`src/rtl/audio_pkg.sv`:
```
// audio_pkg: shared types, note tuning table and note priority encoder for the
// audio transmit path (audio_pwm_tx and its pwm_dac).
//   state_t      - transmit FSM state, encoding matches the 7-seg debug value
//   NOTE_TUNING  - 24-bit phase increment per note, index 0 = C4 .. 6 = B4
//   note_encode  - one-hot (or multi-hot) note request -> {valid, index}
package audio_pkg;

  typedef enum logic [1:0] {
    StIdle     = 2'd0,
    StRampUp   = 2'd1,
    StPlay     = 2'd2,
    StRampDown = 2'd3
  } state_t;

  localparam int NUM_NOTES   = 7;
  localparam int TUNING_BITS = 24;

  // Phase increments for a 390.625 kHz sample rate and a 2**24 phase circle.
  localparam logic [TUNING_BITS-1:0] NOTE_TUNING [NUM_NOTES] = '{
    24'd11237,  // C4
    24'd12613,  // D4
    24'd14158,  // E4
    24'd14999,  // F4
    24'd16836,  // G4
    24'd18898,  // A4
    24'd21212   // B4
  };

  localparam logic [3:0] ENV_MAX = 4'd15;

  typedef struct packed {
    logic       valid;
    logic [2:0] idx;
  } note_sel_t;

  // Lowest set bit wins, so a multi-hot request resolves to the lowest note.
  function automatic note_sel_t note_encode(input logic [NUM_NOTES-1:0] note);
    note_sel_t sel;
    sel = '0;
    for (int i = NUM_NOTES - 1; i >= 0; i--) begin
      if (note[i]) begin
        sel.valid = 1'b1;
        sel.idx   = 3'(i);
      end
    end
    return sel;
  endfunction

endpackage

```
`src/rtl/pwm_dac.sv`:
```
// pwm_dac: free-running PWM counter with a per-period sample register.
//   clk_in     in   system clock
//   rst_n_in   in   asynchronous active-low reset
//   sample_in  in   next sample, captured on the tick
//   enable_in  in   0 forces the PWM output low
//   tick_out   out  high on the last count of each PWM period (sample tick)
//   pwm_out    out  registered (pwm_cnt < sample_q) gated by enable_in
module pwm_dac
  import audio_pkg::*;
#(
  parameter int unsigned PWM_BITS = 8
) (
  input  logic                clk_in,
  input  logic                rst_n_in,
  input  logic [PWM_BITS-1:0] sample_in,
  input  logic                enable_in,
  output logic                tick_out,
  output logic                pwm_out
);

  logic [PWM_BITS-1:0] pwm_cnt_q;
  logic [PWM_BITS-1:0] sample_q;
  logic                pwm_q;

  assign tick_out = (pwm_cnt_q == {PWM_BITS{1'b1}});
  assign pwm_out  = pwm_q;

  always_ff @(posedge clk_in or negedge rst_n_in) begin
    if (!rst_n_in) begin
      pwm_cnt_q <= '0;
      sample_q  <= '0;
      pwm_q     <= 1'b0;
    end else begin
      pwm_cnt_q <= pwm_cnt_q + PWM_BITS'(1);
      if (tick_out) begin
        sample_q <= sample_in;
      end
      pwm_q <= enable_in && (pwm_cnt_q < sample_q);
    end
  end

endmodule

```
`src/rtl/audio_pwm_tx.sv`:
```
// audio_pwm_tx: enveloped square-wave tone generator driving the board
// amplifier through a 1-bit PWM stream.
//   clk_in          in   100 MHz system clock
//   rst_n_in        in   asynchronous active-low reset
//   note_in         in   one-hot note request, bit0 = C4 .. bit6 = B4, 0 = stop
//   note_valid_in   in   note_in valid this cycle
//   note_ready_out  out  note accepted when valid && ready (low only in RAMP_DOWN)
//   volume_in       in   linear volume 0..15, sampled at each sample tick
//   aud_pwm_out     out  PWM audio bit
//   aud_sd_out      out  amplifier enable, high whenever the FSM is not idle
//   state_out       out  FSM state for debug display
module audio_pwm_tx
  import audio_pkg::*;
#(
  parameter int unsigned PWM_BITS   = 8,
  parameter int unsigned PHASE_BITS = 24,
  parameter int unsigned RAMP_DIV   = 64
) (
  input  logic       clk_in,
  input  logic       rst_n_in,
  input  logic [6:0] note_in,
  input  logic       note_valid_in,
  output logic       note_ready_out,
  input  logic [3:0] volume_in,
  output logic       aud_pwm_out,
  output logic       aud_sd_out,
  output logic [1:0] state_out
);

  localparam int unsigned         DIV_W      = (RAMP_DIV > 1) ? $clog2(RAMP_DIV) : 1;
  localparam logic [DIV_W-1:0]    DIV_LAST   = DIV_W'(RAMP_DIV - 1);
  localparam logic [PWM_BITS-1:0] SAMPLE_MID = {1'b1, {(PWM_BITS - 1){1'b0}}};

  state_t                state_q, state_d;
  logic [3:0]            env_q, env_d;
  logic [PHASE_BITS-1:0] phase_q, phase_d;
  logic [PHASE_BITS-1:0] tuning_q, tuning_d;
  logic [PHASE_BITS-1:0] pend_q, pend_d;
  logic                  pend_vld_q, pend_vld_d;
  logic [DIV_W-1:0]      div_q, div_d;
  logic                  sd_q;

  logic                  tick;
  logic                  step;
  logic                  accept;
  note_sel_t             note_sel;
  logic [PHASE_BITS-1:0] note_word;
  logic [PHASE_BITS-1:0] eff_tuning;
  logic [7:0]            amp;
  logic [PWM_BITS-1:0]   sample;
  logic                  pwm_enable;

  assign note_ready_out = (state_q != StRampDown);
  assign accept         = note_valid_in && note_ready_out;
  assign note_sel       = note_encode(note_in);
  assign note_word      = PHASE_BITS'(NOTE_TUNING[note_sel.idx]);
  // A pending note change is applied exactly at a tick, so the phase never jumps.
  assign eff_tuning     = pend_vld_q ? pend_q : tuning_q;
  assign step           = tick && (div_q == DIV_LAST);

  assign aud_sd_out = sd_q;
  assign state_out  = state_q;
  assign pwm_enable = (state_q != StIdle);

  always_comb begin
    state_d    = state_q;
    env_d      = env_q;
    phase_d    = phase_q;
    tuning_d   = tuning_q;
    pend_d     = pend_q;
    pend_vld_d = pend_vld_q;
    div_d      = div_q;

    if (tick) begin
      phase_d    = phase_q + eff_tuning;
      tuning_d   = eff_tuning;
      pend_vld_d = 1'b0;
      div_d      = step ? '0 : div_q + DIV_W'(1);
    end

    unique case (state_q)
      StIdle: begin
        if (accept && note_sel.valid) begin
          state_d    = StRampUp;
          tuning_d   = note_word;
          phase_d    = '0;
          pend_vld_d = 1'b0;
          env_d      = '0;
          div_d      = '0;
        end
      end
      StRampUp: begin
        if (step) begin
          env_d = env_q + 4'd1;
          if (env_q == ENV_MAX - 4'd1) begin
            state_d = StPlay;
          end
        end
        if (accept) begin
          if (note_sel.valid) begin
            pend_d     = note_word;
            pend_vld_d = 1'b1;
          end else begin
            // Fade out from wherever the ramp currently is.
            state_d = StRampDown;
            env_d   = env_q;
            div_d   = '0;
          end
        end
      end
      StPlay: begin
        if (accept) begin
          if (note_sel.valid) begin
            pend_d     = note_word;
            pend_vld_d = 1'b1;
          end else begin
            state_d = StRampDown;
            div_d   = '0;
          end
        end
      end
      StRampDown: begin
        if (env_q == '0) begin
          state_d = StIdle;
        end else if (step) begin
          env_d = env_q - 4'd1;
          if (env_q == 4'd1) begin
            state_d = StIdle;
          end
        end
        if (state_d == StIdle) begin
          env_d      = '0;
          tuning_d   = '0;
          pend_vld_d = 1'b0;
        end
      end
      default: state_d = StIdle;
    endcase
  end

  // Sample for the coming PWM period uses the phase after this tick's update.
  always_comb begin
    amp = {4'd0, env_q} * {4'd0, volume_in};
    if (phase_d[PHASE_BITS-1]) begin
      sample = SAMPLE_MID + PWM_BITS'(amp[7:1]);
    end else begin
      sample = SAMPLE_MID - PWM_BITS'(amp[7:1]);
    end
  end

  always_ff @(posedge clk_in or negedge rst_n_in) begin
    if (!rst_n_in) begin
      state_q    <= StIdle;
      env_q      <= '0;
      phase_q    <= '0;
      tuning_q   <= '0;
      pend_q     <= '0;
      pend_vld_q <= 1'b0;
      div_q      <= '0;
      sd_q       <= 1'b0;
    end else begin
      state_q    <= state_d;
      env_q      <= env_d;
      phase_q    <= phase_d;
      tuning_q   <= tuning_d;
      pend_q     <= pend_d;
      pend_vld_q <= pend_vld_d;
      div_q      <= div_d;
      sd_q       <= (state_d != StIdle);
    end
  end

  pwm_dac #(
    .PWM_BITS(PWM_BITS)
  ) u_pwm_dac (
    .clk_in    (clk_in),
    .rst_n_in  (rst_n_in),
    .sample_in (sample),
    .enable_in (pwm_enable),
    .tick_out  (tick),
    .pwm_out   (aud_pwm_out)
  );

endmodule

```
`config.mk`:
```
export PLATFORM = sky130hd
export DESIGN_NAME = audio_pwm_tx
export DESIGN_NICKNAME = d
export VERILOG_FILES = /design/src/rtl/audio_pkg.sv /design/src/rtl/pwm_dac.sv /design/src/rtl/audio_pwm_tx.sv
export SDC_FILE = /design/constraint.sdc
export NUM_CORES = 1
export LEC_CHECK = 0
export CELL_PAD_IN_SITES_DETAIL_PLACEMENT = 1
export CELL_PAD_IN_SITES_GLOBAL_PLACEMENT = 2
export CORE_MARGIN = 1
export CORE_UTILIZATION = 40
export CTS_CLUSTER_DIAMETER = 40
export DETAILED_ROUTE_END_ITERATION = 8
export GPL_ROUTABILITY_DRIVEN = 0
export GPL_TIMING_DRIVEN = 0
export PLACE_DENSITY_LB_ADDON = 0.1
export RECOVER_POWER = 25
export SYNTH_ARGS = -nofsm -noshare
export SYNTH_HDL_FRONTEND = slang
export SYNTH_HIERARCHICAL = 1
export SYNTH_SLANG_ARGS = --single-unit
```
`constraint.sdc`:
```
create_clock -name clk_in -period 5.4 [get_ports clk_in]
set_clock_uncertainty 0.15 [all_clocks]
set_input_delay 1.08 -clock clk_in [delete_from_list [all_inputs] [get_ports clk_in]]
set_output_delay 1.08 -clock clk_in [all_outputs]
set_load 0.02 [all_outputs]
```
Word-level counts from Yosys, hierarchy flattened
Memories as Yosys holds them, arrays and structs flattened.
Index checks and enable logic that the tools add are counted.
Widths: inputs -> output; s select.
- register bits: 103
- memory bits (read-only): 192
- input port bits: 14
- output and inout port bits: 5
- logic and storage cells: 98
- memories kept: 1
- add/subtract/negate cells: 7
- $mul: 1
- magnitude comparators: 2
- eq/ne operators: 12
- muxes and demuxes: 50
- bitwise gates (word level): 1
- reductions and logical operators: 13
- memory list (memory ; words ; bits a word ; read ports ; clocked after Yosys merged registers in ; write ports ; line ; source):
    (name not given) ; 8 ; 24 ; 1 ; 0 ; 0 ; audio_pwm_tx.sv:56 ; assign note_word = PHASE_BITS'(NOTE_TUNING[note_sel.idx]);
- operator list (operator ; count):
    $mux 24 ; 9
    $mux 4 ; 14
    $pmux 24 s2 ; 1
    $mux 6 ; 5
    $add 24x24->24 ; 1
    $mux 2 ; 11
    $pmux 4 s3 ; 1
    $pmux 6 s2 ; 1
    $ne 3x3->1 const B ; 3
    $add 8x1->8 const B ; 1
    $add 8x7->8 const A ; 1
    $eq 8x8->1 const B ; 1
    $lt 8x8->1 ; 1
    $mul 4x4->8 ; 1
    $mux 8 ; 1
    $pmux 2 s4 ; 1
    $sub 8x7->8 const A ; 1
    $add 6x1->6 const B ; 1
    $eq 6x6->1 const B ; 1
    $mux 1 ; 5
    $reduce_and 5->1 ; 1
    $add 4x1->4 const B ; 1
    $eq 2x2->1 const B ; 2
    $eq 4x1->1 const B ; 1
    14 further kinds ; 20

Depth between registers and ports, before layout
Gate-level depths: netlist of run 1.
- depth after elaboration: 13
- gate-level depth with buffers: 14
- mapped depth without buffers: 13

Cells and area by module
The synthesis of run 1 kept the hierarchy.
- modules (own cells, without submodules) (module ; times used ; cells an instance ; area an instance (um2) ; sequential area each (um2)):
    audio_pwm_tx ; 1 ; 687 ; 6123.4 ; 1926.8
    pwm_dac ; 1 ; 70 ; 833.3 ; 425.4

Worst setup path after synthesis of run 1
No wires, ideal clock.
- path type: input to register
- from: input port volume_in[3]
- to: register u_pwm_dac.sample_q[5]
- setup time: 0.125 ns
- arrival: 4.093 ns
- data required time: 5.125 ns
- path slack: 1.033 ns
- stages: 12
- path buffers: 0
- path through: nand2_1 fa_1 inv_1 fa_1 ha_1 a211oi_1 nor2_1 xor2_1 nor2_1 a2111oi_0 xor2_1 mux2_2
- word-level cells in the longest chain between the ends: 3
- elaborated cells between the ends (all ways): 4
- those cells by class: 2 x add/sub; 1 x mul; 1 x mux
- ends and longest elaborated chain (item ; line ; source):
    start, declared ; audio_pwm_tx.sv:24 ; input logic [3:0] volume_in,
    $mul 4x4->8 * ; audio_pwm_tx.sv:143 ; amp = {4'd0, env_q} * {4'd0, volume_in};
    $sub 8x7->8 / $add 8x7->8 (equally long branches) ; audio_pwm_tx.sv:147, audio_pwm_tx.sv:145 ;
    $mux 8 * ; audio_pwm_tx.sv:144 ; if (phase_d[PHASE_BITS-1]) begin
    via sample[5] ; audio_pwm_tx.sv:50 ; logic [PWM_BITS-1:0] sample;
    end signal, assigned ; pwm_dac.sv:36 ; sample_q <= sample_in;
    end, declared ; pwm_dac.sv:22 ; logic [PWM_BITS-1:0] sample_q;
The timed path passes the listed nets; every way through them passes the cells marked *.
A chain may end at the register's enable or synchronous reset.

Final worst setup path of run 1
Same ends and word-level chain as after synthesis.

==> results of run 1 <==
==> cells by family (layout without fill, tap and decap cells) <==
family                   count (synthesis)  count (layout)  synth area share [%]
buffers and inverters                   72             107                  4.30
XOR/XNOR                                26              26                  3.27
AO/OA/AOI/OAI                          189             189                  18.8
multiplexers                            57              57                  8.76
flip-flops                              94              94                  33.8
AND/OR/NAND/NOR                        255             255                  19.0
adder cells (fa/ha/maj)                 64              64                  12.1
==> registers in the layout, summed over array words and instances (netlist names) <==
register	cells
phase_q	24
tuning_q	24
pend_q	15
u_pwm_dac/pwm_cnt_q	8
u_pwm_dac/sample_q	8
div_q	6
env_q	4
state_out	2
aud_sd_out	1
pend_vld_q	1
u_pwm_dac/pwm_out	1
==> cell usage in the layout, fill, tap and decap left out, types with 4 or more instances in the layout <==
master,synthesis,layout
sky130_fd_sc_hd__inv_1,40,40
sky130_fd_sc_hd__nor2b_1,15,15
sky130_fd_sc_hd__a2111oi_0,5,5
sky130_fd_sc_hd__nand4_1,13,13
sky130_fd_sc_hd__o22ai_1,9,9
sky130_fd_sc_hd__a211o_1,4,4
sky130_fd_sc_hd__xor2_1,12,12
sky130_fd_sc_hd__a211oi_1,9,9
sky130_fd_sc_hd__and4_1,4,4
sky130_fd_sc_hd__inv_8,0,4
sky130_fd_sc_hd__xnor2_1,14,14
sky130_fd_sc_hd__clkdlybuf4s50_1,0,17
sky130_fd_sc_hd__clkbuf_1,15,16
sky130_fd_sc_hd__and2_1,23,23
sky130_fd_sc_hd__ha_1,59,59
sky130_fd_sc_hd__nor3_1,25,25
sky130_fd_sc_hd__o21ai_0,37,37
sky130_fd_sc_hd__a21o_1,15,15
sky130_fd_sc_hd__o31ai_1,4,4
sky130_fd_sc_hd__a311oi_1,4,4
sky130_fd_sc_hd__nand2_1,55,55
sky130_fd_sc_hd__o21bai_1,4,4
sky130_fd_sc_hd__and3_1,7,7
sky130_fd_sc_hd__o211ai_1,9,9
sky130_fd_sc_hd__fa_1,5,5
sky130_fd_sc_hd__mux2_2,27,27
sky130_fd_sc_hd__mux2i_1,29,29
sky130_fd_sc_hd__a21oi_1,43,43
sky130_fd_sc_hd__nand3_1,20,21
sky130_fd_sc_hd__buf_2,7,7
sky130_fd_sc_hd__nor2_1,65,65
sky130_fd_sc_hd__dfrtp_1,94,94
sky130_fd_sc_hd__clkbuf_2,4,4
sky130_fd_sc_hd__clkbuf_16,0,9
sky130_fd_sc_hd__a31oi_1,9,9
sky130_fd_sc_hd__nand2b_1,4,4
==> metrics by stage <==
| stage | setup WS (ns) | hold slack [ns] | cell area (um^2) | setup TNS, ns |
|---|---|---|---|---|
| finish | 0.457 | 0.329 | 7750 | 0 |
| global route | 0.201 | 0.356 | 7750 | 0 |
| CTS | 0.477 | 0.334 | 7760 | 0 |
| detailed placement | 0.0916 | 0.316 | 7440 | 0 |
| global placement | -0.653 | 0.312 | 7410 | -60.66 |
| floorplan | 1.03 | 0.295 | 6960 | 0 |
==> Yosys cell counts, drive strengths merged, types with 11 or more instances <==
| master | number | area (um^2) |
|---|---|---|
| nor3 | 27 | 158 |
| xnor2 | 14 | 123 |
| buf | 12 | 68.8 |
| nor2 | 65 | 244 |
| a211oi | 11 | 92.6 |
| a21o | 15 | 113 |
| nand2 | 56 | 218 |
| mux2i | 29 | 290 |
| nand4 | 13 | 81.3 |
| ha | 59 | 738 |
| inv | 40 | 150 |
| nand3 | 22 | 120 |
| o211ai | 11 | 101 |
| xor2 | 12 | 105 |
| nor2b | 15 | 93.8 |
| mux2 | 28 | 319 |
| clkbuf | 19 | 76.3 |
| dfrtp | 94 | 2350 |
| o21ai | 38 | 194 |
| a21oi | 44 | 224 |
| and2 | 24 | 153 |
==> worst paths after layout <==
check | endpoint | cells past startpoint
setup / recovery | u_pwm_dac/sample_q[5] | 13
hold / removal | tuning_q[15] | 1
setup reg to reg | u_pwm_dac/sample_q[4] | 12
hold reg to reg | tuning_q[15] | 1
max in group asynchronous | tuning_q[1] | 1
min in group asynchronous | phase_q[17] | 1
==> layout make-up <==
class | count | area (um^2)
tap | 220 | 275
timing repair buffer | 19 | 201
clock inverter | 7 | 100
clock buffer | 9 | 225
inverter | 41 | 154
multi-input combinational | 591 | 4300
fill | 1968 | 9010
sequential | 94 | 2350
buffer | 31 | 145
==> power by group through the flow <==
stage	Combinational [mW]	Clock (mW)	Sequential, mW
finish	1.19	0.721	0.879
global route	1.32	0.757	0.895
CTS	1.20	0.736	0.879
detailed placement	1.19	0	0.892
global placement	1.15	0	0.886
floorplan	0.826	0	0.881
==> critical path: stages <==
cell                              delay [ns]
sky130_fd_sc_hd__clkdlybuf4s50_1        0.52
sky130_fd_sc_hd__nand2_1                0.10
sky130_fd_sc_hd__fa_1                   0.56
sky130_fd_sc_hd__inv_1                  0.06
sky130_fd_sc_hd__fa_1                   0.50
sky130_fd_sc_hd__ha_1                   0.31
sky130_fd_sc_hd__a211oi_1               0.39
sky130_fd_sc_hd__nor2_1                 0.12
sky130_fd_sc_hd__xor2_1                 0.41
sky130_fd_sc_hd__nor2_1                 0.11
sky130_fd_sc_hd__a2111oi_0              0.49
sky130_fd_sc_hd__xor2_1                 0.12
sky130_fd_sc_hd__mux2_2                 0.28
==> layer usage <==
metal,vias up,part of all wire [%]
met3,20,2.5
met5,-,0
met2,79,48
met4,0,1.5
met1,2920,48
li1,2811,-
==> run summary, run 1 <==
The met1 layer usage reported by global route is 30.7%. The max capacitance violation total is 1. The final net count is 865.

The number of vias per cell after detailed routing is between 5 and 6. In the final routed layout, each cell accounts on average for 19.5 um. The number of standard-cell rows in the floorplan came out at 47. The cell-internal power came out at 1.63 mW. The checks that failed: capacitance limit, slew limit. The die is 134 um tall. The area of the core came out at 0.0168 mm^2. The dominant register cell in the synthesized netlist is sky130_fd_sc_hd__dfrtp_1. The number of resized instances in the post-cts repair step came out at 0. In this run the number of H-tree levels came out at 3. The number of top-level pins came out at 19. The number of clock buffers added by TritonCTS is 9.

The first global-routing pass estimated 32600 um of wire. The pre-antenna-repair detailed-routing pass consisted of 4 iterations. The type of origin of the critical path is an input pin. The met3 routing resource usage after global routing is 3.02%. The number of slew-limit violations in the final report came out at 46. In this run, the combinational gates consume 42.7% of the power. The share of the clock period used by the worst path after layout is a little over 90%. The maximum number of pins on one net before global-route repair came out at 50.

The average cell area after synthesis came out at between 9 and 10 um^2. The number of vias in the routed layout is ~5800. The die boundary width is 134 um. The netlist area before placement came out at 0.00696 mm^2.

The die area came out at 0.0179 mm^2. The initial antenna violation count is 0. The clock-pin slew reported for the worst setup and hold paths after clock tree synthesis came out at about 0.070 ns. The number of warnings issued by yosys came out at 6. After detailed routing, the number of remaining DRC violations is 0. The critical path in this run is classified as in2reg. The number of buffers on the longest clock path came out at 2. The buffer cell driving the clock tree root is sky130_fd_sc_hd__clkbuf_16. The sequential share of power is between 30% and 40%. For this design the total switching power over the nets is 1.16 mW. The clock sink count is 94. Setup repair after global routing left no endpoint under its margin.

The initial core utilization came out at about two fifths. The upper clock frequency limit is roughly 200 MHz. Global routing used 23.3% of the available tracks. The total half-perimeter wirelength after legalization and detailed placement is roughly 15000 um. The path class of the tightest hold or removal check is reg2reg. The timing startpoint of the critical path is volume_in[3]. The total nets after synthesis came out at 835.

The endpoint kind of the worst setup timing path is a register. The via count of the first global-routing pass came out at 6162. The run finished, with violations left. The growth of design area from synthesis to finish came out at 11.5%. The number of standard cells in the layout, taps in and fillers out came out at 1012.

Cells fill between 40% and 50% of the core in the end. The leakage power came out at 3.67 nW. The count of input and output buffers came out at 18. The later pin in the worst-skew pair is clocked with a latency of 0.36 ns. The total setup violations reported at the end of the flow came out at 0. After global routing, the most crowded layer is met2. The violation count after the first detailed-route iteration is 213. The post-route total power is between 2 and 3 mW. The worst hold path begins at tuning_q[15].

Cells with a size suffix above 1 make up slightly below 10% of the layout. The maximum resistive drop on vdd came out at roughly 200 uV. TritonCTS built the clock tree.

The slew at the pin closest to its max-slew limit came out at 2.72 ns. The number of hold violations in the final report is 0. Once detail routing completed, the nets flagged for antenna violations numbered 0.

The aggregate global routing overflow is 0. Counting flops with a built-in enable in the synthesized netlist gives 0. The global routing usage on met2 came out at 39.8%. The share of async-settable or async-resettable flops after synthesis is 100%. The portion of total power attributed to the clock network is ~26%.

The number of antenna diodes in the final layout is 0. The fraction of power spent switching nets came out at 41.5%. The number of distinct standard cells referenced by the synthesized netlist came out at 81. The startpoint identified for the worst register-to-register timing path is pend_vld_q. The total instance count after detailed placement came out at 996. The data arrival time of the critical path is around 5.0 ns. For this design the ratio of total power to cell area is about 360 mW/mm^2. Of the synthesized area, sequential elements account for 33.8%. In this run the post-CTS setup repair buffer count came out at 0.

The largest fanout on the critical path came out at 6. The flip-flop and latch count after synthesis is 94. The endpoint required time on the critical path is 5.50 ns. The instance count of the mapped netlist came out at 757. The routed design has 19700 um of wire.

The worst path in the final design needs a cycle of 4.94 ns, including I/O delays and setup. The number of hold-repair buffers added at the cts stage is 0. Headroom to the max-slew limit came out at -81.1%. The register-to-register path setup slack came out at 0.81 ns.
No activity file was read; power rests on OpenSTA's default activity.
==> run 2, diff against run 1 <==
--- a/config.mk
+++ b/config.mk
@@ -7,7 +7,6 @@
 export LEC_CHECK = 0
 export CELL_PAD_IN_SITES_DETAIL_PLACEMENT = 1
 export CELL_PAD_IN_SITES_GLOBAL_PLACEMENT = 2
-export CORE_MARGIN = 1
 export CORE_UTILIZATION = 40
 export CTS_CLUSTER_DIAMETER = 40
 export DETAILED_ROUTE_END_ITERATION = 8
@@ -17,5 +16,4 @@
 export RECOVER_POWER = 25
 export SYNTH_ARGS = -nofsm -noshare
 export SYNTH_HDL_FRONTEND = slang
-export SYNTH_HIERARCHICAL = 1
 export SYNTH_SLANG_ARGS = --single-unit
==> run 2 against run 1 <==
  * The run still ends with capacitance limit, slew limit left
  * Total power fell by 4.8%
  * Combinational power fell by 5%
  * Routed wire length fell by 9.1%
  * First-iteration DRC count rose by 17%
  * Global-route usage fell by 0.64 points
  * Critical path depth did not move
  * Cell area fell by 6.9%
  * Critical path type is now reg2reg
  * Largest power group unchanged
==> run summary, run 2 <==
The flow ran to the end, but the final reports show violations. The checks that failed: capacitance limit, slew limit. Leaving out fill and tap cells, the most frequent cell in the layout is sky130_fd_sc_hd__dfrtp_1. The detailed-router iteration count before antenna repair came to 4 (unchanged). The post-route total power came to 2.66 mW (-4.8%). The share of the synthesized netlist area taken by xor and xnor gates is 5.26% (+2.0 points). The power per cell area is 368 mW/mm^2 (+2.3%). The number of hold-repair buffers added at the cts stage came to 0 (unchanged). The share of the clock period used by the worst path after layout is 89.7% (-1.8 points). The type of the setup path with the least slack is reg2reg.

The average cell area after synthesis is 9.04 um^2 (-1.6%). The number of standard cells in the layout, taps in and fillers out came out at 969 (-4.2%). The total half-perimeter wirelength after legalization and detailed placement is 13200 um (-11%). The standard cell area after detailed placement came out at 0.00697 mm^2 (-6.3%). The aggregate global routing overflow came out at 0 (unchanged).

The endpoint required time on the critical path came out at 5.47 ns (-0.03 ns). The number of buffers on the longest clock path was 2 (unchanged). The fraction of synthesized area in multiplexers is 5.84% (-2.9 points). The share of the core filled with cells in the final layout came out at 45.4% (-0.83 points). The via count of the first global-routing pass is 5583 (-9.4%). The number of H-tree branching levels was 3 (unchanged).

The flip-flop and latch count after synthesis is 94 (unchanged). The total length of routed wires was 17900 um (-9.1%). The instance count of the mapped netlist is 718 (-5.2%). The maximum number of pins on one net before global-route repair was 69 (+38%). The number of warnings issued by yosys is 0 (-6).

The clock-pin slew reported for the worst setup and hold paths after clock tree synthesis is 0.07 ns (about the same). The cell-internal power is 1.56 mW (-4.4%). The total setup violations reported at the end of the flow was 0 (unchanged). TritonCTS built the clock tree.

The fraction of the mapped netlist area in simple logic gates came out at 16.9% (-2.1 points). The max capacitance violation total is 1 (unchanged). The max-slew headroom at the worst pin was -19.4% (+62 points).

The routed wirelength normalized by instance count is 18.5 um (-5.1%). The final cell area excluding filler cells came out at 0.00722 mm^2 (-6.9%). The data arrival time of the critical path is 4.91 ns (-0.13 ns). The top cell types in the final layout, fill and taps aside, are sky130_fd_sc_hd__dfrtp_1 (94), sky130_fd_sc_hd__nand2_1 (92), sky130_fd_sc_hd__ha_1 (59).

The power spent charging and discharging nets came out at 1.10 mW (-5.4%). The area of the core was 0.0159 mm^2 (-5.2%). The number of top-level pins is 19 (unchanged).

The number of distinct standard cells referenced by the synthesized netlist is 63 (-22%). The overall routing resource usage came to 22.6% (-0.64 points). The number of flops mapped to enable cells by yosys came out at 0 (unchanged). The final total negative setup slack came to 0 ns (unchanged).

The wire length of the first global-routing pass is 29000 um (-11%). The number of slew-limit violations in the final report is 69 (+50%). The largest fanout on the critical path is 10 (+4). The maximum resistive drop on vdd came out at 197 uV (-2.3%).

Among all cell types in the netlist, the one instantiated most often is sky130_fd_sc_hd__dfrtp_1. The initial core utilization came out at 40.9% (-0.65 points). The area fraction of the dominant cell type after synthesis is 36.2% (+2.4 points).

The portion of total power attributed to the clock network came to 24.0% (-1.8 points). The tree is rooted in a sky130_fd_sc_hd__clkbuf_16. The count of input and output buffers came to 18 (unchanged). The post-synthesis adder-cell area fraction came out at 12.9% (+0.87 points). In the synthesized netlist, the cells that appear most often are sky130_fd_sc_hd__dfrtp_1 (94), sky130_fd_sc_hd__nand2_1 (92), sky130_fd_sc_hd__ha_1 (59). The upper clock frequency limit came out at 206 MHz (+2.1%). The die boundary width is 129 um (-3.4%). The slew at the pin closest to its max-slew limit is 1.79 ns (-0.926 ns). The area fraction in compound gates after synthesis is 19.0% (+0.14 points). The leakage power came out at 3.42 nW (-6.8%).

The diode insertion count for antenna repair came to 0 (unchanged). The sequential share of power came out at 33.4% (+1.9 points). The number of buffers created by CTS came out at 9 (unchanged). The total instance count after detailed placement came out at 953 (-4.3%).

The part of the total power dissipated in combinational logic is 42.6% (about the same). The largest total area in the synthesized netlist belongs to sky130_fd_sc_hd__dfrtp_1. The share of cells above drive strength 1 is 5.71% (-4.1 points). The time the worst path needs with I/O delays and setup came out at 4.84 ns (-0.0994 ns). After synthesis, the largest family of logic cells by area is compound AO/OA/AOI/OAI gates.

The initial antenna violation count came out at 0 (unchanged). The number of vias per cell after detailed routing is 5.51 (-4.4%). The number of vias in the routed layout came out at 5337 (-8.5%). The later-pin clock latency in the skew report is 0.36 ns (about the same). The fraction of the yosys area taken by sequential cells came out at 36.2% (+2.4 points). Setup repair after global routing left no endpoint under its margin. The share of async-settable or async-resettable flops after synthesis is 100% (unchanged). The clock sink count was 94 (unchanged). The violation count after the first detailed-route iteration is 249 (+17%). The total nets after synthesis is 796 (-4.7%). The count of nets left with antenna violations after detail routing came out at 0 (unchanged). The post-route DRC violation count came out at 0 (unchanged). The netlist area before placement is 0.00649 mm^2 (-6.7%).

The growth of design area from synthesis to finish came out at 11.2%. The number of hold violations in the final report came out at 0 (unchanged). The vertical die dimension was 129 um (-3.4%). The final net count is 826 (-4.5%).

The setup fix buffers added after clock tree synthesis is 0 (unchanged). The number of resized instances in the post-cts repair step was 0 (unchanged). The class of the tightest hold or removal check is reg2reg. The worst setup path is launched from a register.

The worst setup path is captured at a register. The largest registers in the layout are phase_q: 24 flops, tuning_q: 24 flops, pend_q: 15 flops. For this run, the leading register cell type out of synthesis is sky130_fd_sc_hd__dfrtp_1. The fraction of power spent switching nets came out at 41.3% (-0.25 points).

The die area came to 0.0167 mm^2 (-6.6%). After synthesis, the cell types taking the most area are sky130_fd_sc_hd__dfrtp_1 (36%), sky130_fd_sc_hd__ha_1 (11%), sky130_fd_sc_hd__nand2_1 (5.3%), sky130_fd_sc_hd__a21oi_1 (4.5%), sky130_fd_sc_hd__o21ai_0 (3.5%). The number of standard-cell rows in the floorplan came to 46 (-2.1%).
-- run 2: cell types whose count changed after synthesis, moves of 11 or more --
cell and change:
sky130_fd_sc_hd__nand2_1 +37, sky130_fd_sc_hd__nor2_1 -27, sky130_fd_sc_hd__nor3_1 -17, sky130_fd_sc_hd__a21oi_1 +15
sky130_fd_sc_hd__mux2_2 -12, sky130_fd_sc_hd__clkbuf_1 +11
-- run 2: cell families after synthesis --
group                    Yosys count
flip-flops                        94
multiplexers                      36
AO/OA/AOI/OAI                    195
XOR/XNOR                          39
buffers and inverters             65
AND/OR/NAND/NOR                  225
adder cells (fa/ha/maj)           64
-- run 2: area by class of cell --
cell class                      count  area, um^2
Tap cell                          216         270
Clock inverter                      6        53.8
Clock buffer                       10         229
Inverter                           35         131
Sequential cell                    94        2350
Timing Repair Buffer               19         179
Fill cell                        1882        8670
Buffer                             30         121
Multi-Input combinational cell    559        3880
-- run 2: metal layers --
metal | share of wire (%) | global-route usage (%) | wire, um | vias up
met5 | 0 | 0 | 0 | -
li1 | - | - | - | 2603
met4 | 1.6 | 6.78 | 289 | 0
met2 | 48 | 38.2 | 8660 | 48
met1 | 49 | 30.1 | 8690 | 2665
met3 | 1.5 | 3.14 | 265 | 21
-- run 2: metrics by stage --
step | setup slack, ns | hold slack [ns]
floorplan | 1.36 | 0.293
global placement | -0.620 | 0.307
detailed placement | 0.581 | 0.315
CTS | 0.559 | 0.333
global route | 0.266 | 0.346
finish | 0.556 | 0.331
-- run 2: power groups by stage --
stage	combinational [mW]	clock (mW)	sequential [mW]
6_report	1.13	0.638	0.887
5_1_grt	1.27	0.678	0.904
4_1_cts	1.15	0.657	0.888
3_5_place_dp	1.14	0	0.901
3_3_place_gp	1.10	0	0.892
2_1_floorplan	0.784	0	0.895
-- run 2: critical path, stage by stage (launching register included) --
cell and delay [ns]:
sky130_fd_sc_hd__dfrtp_1 0.32, sky130_fd_sc_hd__clkbuf_1 0.45, sky130_fd_sc_hd__clkbuf_1 0.49, sky130_fd_sc_hd__clkbuf_1 0.57
sky130_fd_sc_hd__nor2b_1 0.13, sky130_fd_sc_hd__ha_1 0.39, sky130_fd_sc_hd__a21oi_1 0.22, sky130_fd_sc_hd__o21ai_0 0.18
sky130_fd_sc_hd__a221oi_1 0.51, sky130_fd_sc_hd__o21ai_0 0.22, sky130_fd_sc_hd__xnor2_1 0.56, sky130_fd_sc_hd__nand2_1 0.16
sky130_fd_sc_hd__mux2i_1 0.24, sky130_fd_sc_hd__o21ai_0 0.10
-- run 2: worst paths after layout --
path,slack [ns],depth (start not counted),end,startpoint
worst min-delay path,0.33,2,pend_q[12],pend_q[12]
worst max register to register,0.56,13,u_pwm_dac.sample_q[1],pend_vld_q
worst min register to register,0.33,2,pend_q[12],pend_q[12]
worst max-delay path,0.56,13,u_pwm_dac.sample_q[1],pend_vld_q
max in group asynchronous,1.73,2,pend_vld_q,rst_n_in
min in group asynchronous,0.91,1,phase_q[10],rst_n_in
==> run 3, diff against run 2 <==
--- a/config.mk
+++ b/config.mk
@@ -10,10 +10,12 @@
 export CORE_UTILIZATION = 40
 export CTS_CLUSTER_DIAMETER = 40
 export DETAILED_ROUTE_END_ITERATION = 8
-export GPL_ROUTABILITY_DRIVEN = 0
+export GPL_ROUTABILITY_DRIVEN = 1
 export GPL_TIMING_DRIVEN = 0
 export PLACE_DENSITY_LB_ADDON = 0.1
 export RECOVER_POWER = 25
+export SLEW_MARGIN = 5
 export SYNTH_ARGS = -nofsm -noshare
 export SYNTH_HDL_FRONTEND = slang
 export SYNTH_SLANG_ARGS = --single-unit
+export TNS_END_PERCENT = 50
==> run 3 against run 2 <==
  * Via count shrank 0.62%
  * Cell area rose by 0.21%
  * Final cell count stayed put
  * Register-to-register slack better by 0.12 ns
  * The flow still finishes with violations (capacitance limit, slew limit)
  * Non-clock buffer count stayed put
  * Core utilization rose by 0.095 points
==> run summary, run 3 (synthesis results as in run 2) <==
The largest stage delay on the critical path came out at 0.56 ns (about the same). The die boundary width came out at 129 um (unchanged). The total length of routed wires was 17900 um (-0.25%). The cell depth of the worst hold path is 2 (unchanged).

The TritonCTS clock tree is done. The total setup violations reported at the end of the flow came out at 0 (unchanged). For hold timing, the worst endpoint is u_pwm_dac.sample_q[1]. The count of input and output buffers came to 18 (unchanged). The number of standard-cell rows in the floorplan is 46 (unchanged). The checks that failed: capacitance limit, slew limit. The number of vias per cell after detailed routing was 5.47 (-0.62%).

The largest fanout on the critical path came out at 10 (unchanged). The flow ran to the end, but the final reports show violations. The endpoint kind of the worst setup timing path is a register. The post-route DRC violation count came out at 0 (unchanged). The routed wirelength normalized by instance count came out at 18.4 um (-0.25%).

The startpoint identified for the worst register-to-register timing path is pend_vld_q. The data arrival time of the critical path is 4.80 ns (-0.11 ns). Setup repair after global routing left no endpoint under its margin. The initial core utilization is 40.9% (unchanged). The final weighted congestion of routability-driven global placement came out at 0.830. The path depth of the worst reg2reg path was 13 (unchanged).

The maximum resistive drop on vdd is 176 uV (-10%). The maximum number of pins on one net before global-route repair was 60 (-13%). The detailed-router iteration count before antenna repair came out at 4 (unchanged). The wire length of the first global-routing pass is 29000 um (unchanged).

The number of hold violations in the final report is 0 (unchanged). The number of buffers and inverters on the critical path is 3 (unchanged). The endpoint required time on the critical path was 5.47 ns (about the same). The number of top-level pins was 19 (unchanged).

The upper clock frequency limit came out at 211 MHz (+2.4%). The violation count after the first detailed-route iteration came out at 203 (-18%). The signal on the critical path passes through clkbuf_1 > clkbuf_1 > clkbuf_1 > nor2b_1 > ha_1 > a21oi_1 > o21ai_0 > a221oi_1 > o21ai_0 > xnor2_1 > nand2_1 > mux2i_1 > o21ai_0. The aggregate global routing overflow is 0 (unchanged). The largest individual stage delay along the critical path comes from the cell sky130_fd_sc_hd__clkbuf_1. The endpoint identified for the worst register-to-register timing path is u_pwm_dac.sample_q[1].

The total half-perimeter wirelength after legalization and detailed placement came to 13200 um (about the same). From synthesis to final layout, the design area changed by 11.4%. The number of slew-limit violations in the final report was 59 (-14%). The number of vias in the routed layout was 5304 (-0.62%).

The time the worst path needs with I/O delays and setup is 4.73 ns (-0.115 ns). The category of cells accounting for the largest share of critical-path delay is buffers and inverters. The slew at the pin closest to its max-slew limit is 3.39 ns (+1.60 ns). The total instance count after detailed placement is 953 (unchanged). The final net count came out at 826 (unchanged).

The largest registers in the layout are phase_q: 24 flops, tuning_q: 24 flops, pend_q: 15 flops. The number of hold-repair buffers added at the cts stage came to 0 (unchanged). The leakage power is 3.42 nW (+0.15%). The initial antenna violation count came to 0 (unchanged). The final total negative setup slack came out at 0 ns (unchanged). Leaving out fill and tap cells, the most frequent cells in the layout are sky130_fd_sc_hd__dfrtp_1 (94), sky130_fd_sc_hd__nand2_1 (92), sky130_fd_sc_hd__ha_1 (59). The power per cell area is 368 mW/mm^2 (-0.10%).

The setup fix buffers added after clock tree synthesis is 0 (unchanged). The class of the tightest hold or removal check is reg2reg. The number of buffers on the longest clock path came out at 2 (unchanged). The standard cell area after detailed placement is 0.00696 mm^2 (-0.11%).

The area of the core came out at 0.0159 mm^2 (unchanged). The overall routing resource usage came to 22.7% (+0.031 points). The origin of the worst min-delay path is u_pwm_dac.sample_q[1]. The max capacitance violation total is 1 (unchanged).

The clock sink count was 94 (unchanged). The number of fill cells was 1880 (-0.11%). The critical path is of the reg2reg type.

The max-slew headroom at the worst pin came out at -126% (-110 points). The diode insertion count for antenna repair came out at 0 (unchanged). The share of the clock period used by the worst path after layout is 87.6% (-2.1 points). The number of standard cells in the layout, taps in and fillers out was 969 (unchanged). The count of nets left with antenna violations after detail routing is 0 (unchanged). The number of resized instances in the post-cts repair step is 0 (unchanged). The clock-pin slew reported for the worst setup and hold paths after clock tree synthesis came to 0.08 ns (about the same). The share of cells above drive strength 1 came out at 5.71% (unchanged). The via count of the first global-routing pass came to 5648 (+1.2%). The later-pin clock latency in the skew report is 0.35 ns (about the same). The final cell area excluding filler cells is 0.00723 mm^2 (+0.21%). The die area came out at 0.0167 mm^2 (unchanged).

The vertical die dimension came out at 129 um (unchanged). The library cell used most frequently in the layout, excluding fill and tap cells, is sky130_fd_sc_hd__dfrtp_1. STA classifies the critical path startpoint as a register.

The number of H-tree branching levels is 3 (unchanged). The number of buffers created by CTS came out at 9 (unchanged). The register-to-register path setup slack is 0.67 ns (+0.12 ns). The tree is rooted in a sky130_fd_sc_hd__clkbuf_16.
==> run 3: worst max path at each step <==
stage | startpoint | depth (start not counted) | to | slack, ns
floorplan | volume_in[3] | 12 | u_pwm_dac.sample_q[7] | 1.36
global placement | rst_n_in | 1 | env_q[0] | -0.62
detailed placement | volume_in[3] | 13 | u_pwm_dac.sample_q[7] | 0.56
CTS | pend_vld_q | 13 | u_pwm_dac.sample_q[1] | 0.63
global route | pend_vld_q | 13 | u_pwm_dac.sample_q[6] | 0.32
finish | pend_vld_q | 13 | u_pwm_dac.sample_q[1] | 0.67
==> run 3: per-stage QoR <==
stage	utilization, %	setup WS [ns]	total power [mW]	hold WS (ns)
global placement	43.7	-0.620	1.99	0.307
detailed placement	43.8	0.562	2.04	0.316
finish	45.5	0.671	2.66	0.330
floorplan	-	1.36	1.68	0.293
CTS	45.6	0.633	2.69	0.332
global route	45.5	0.323	2.86	0.346
==> run 3: tightest hold or removal path, cell delays in order, from the launching register on <==
cell                      delay (ns)
sky130_fd_sc_hd__dfrtp_1        0.35
sky130_fd_sc_hd__nand2_1        0.05
sky130_fd_sc_hd__o21ai_0        0.06
==> run 3: report_power, final <==
part	leakage, nW	total (mW)	internal [mW]	switching, mW
combinational	2.08	1.14	0.423	0.714
sequential	1.21	0.887	0.817	0.0701
clock	0.136	0.634	0.322	0.312
==> run 3: cell type report <==
| class | count | area (um^2) | area share [%] |
|---|---|---|---|
| clock inverters | 6 | 53.8 | 0.744 |
| inverters | 35 | 131 | 1.82 |
| well taps | 216 | 270 | 3.74 |
| repair buffers | 19 | 194 | 2.68 |
| multi-input cells | 559 | 3880 | 53.7 |
| flip-flops and latches | 94 | 2350 | 32.5 |
| clock buffers | 10 | 229 | 3.17 |
| plain buffers | 30 | 121 | 1.68 |
==> run 3: layer usage <==
layer,global-route usage [%],up-vias,wire [um]
li1,-,2606,-
met1,29.9,2644,8840
met2,38.7,37,8520
met3,2.60,17,249
met4,7.27,0,248
met5,0,-,0
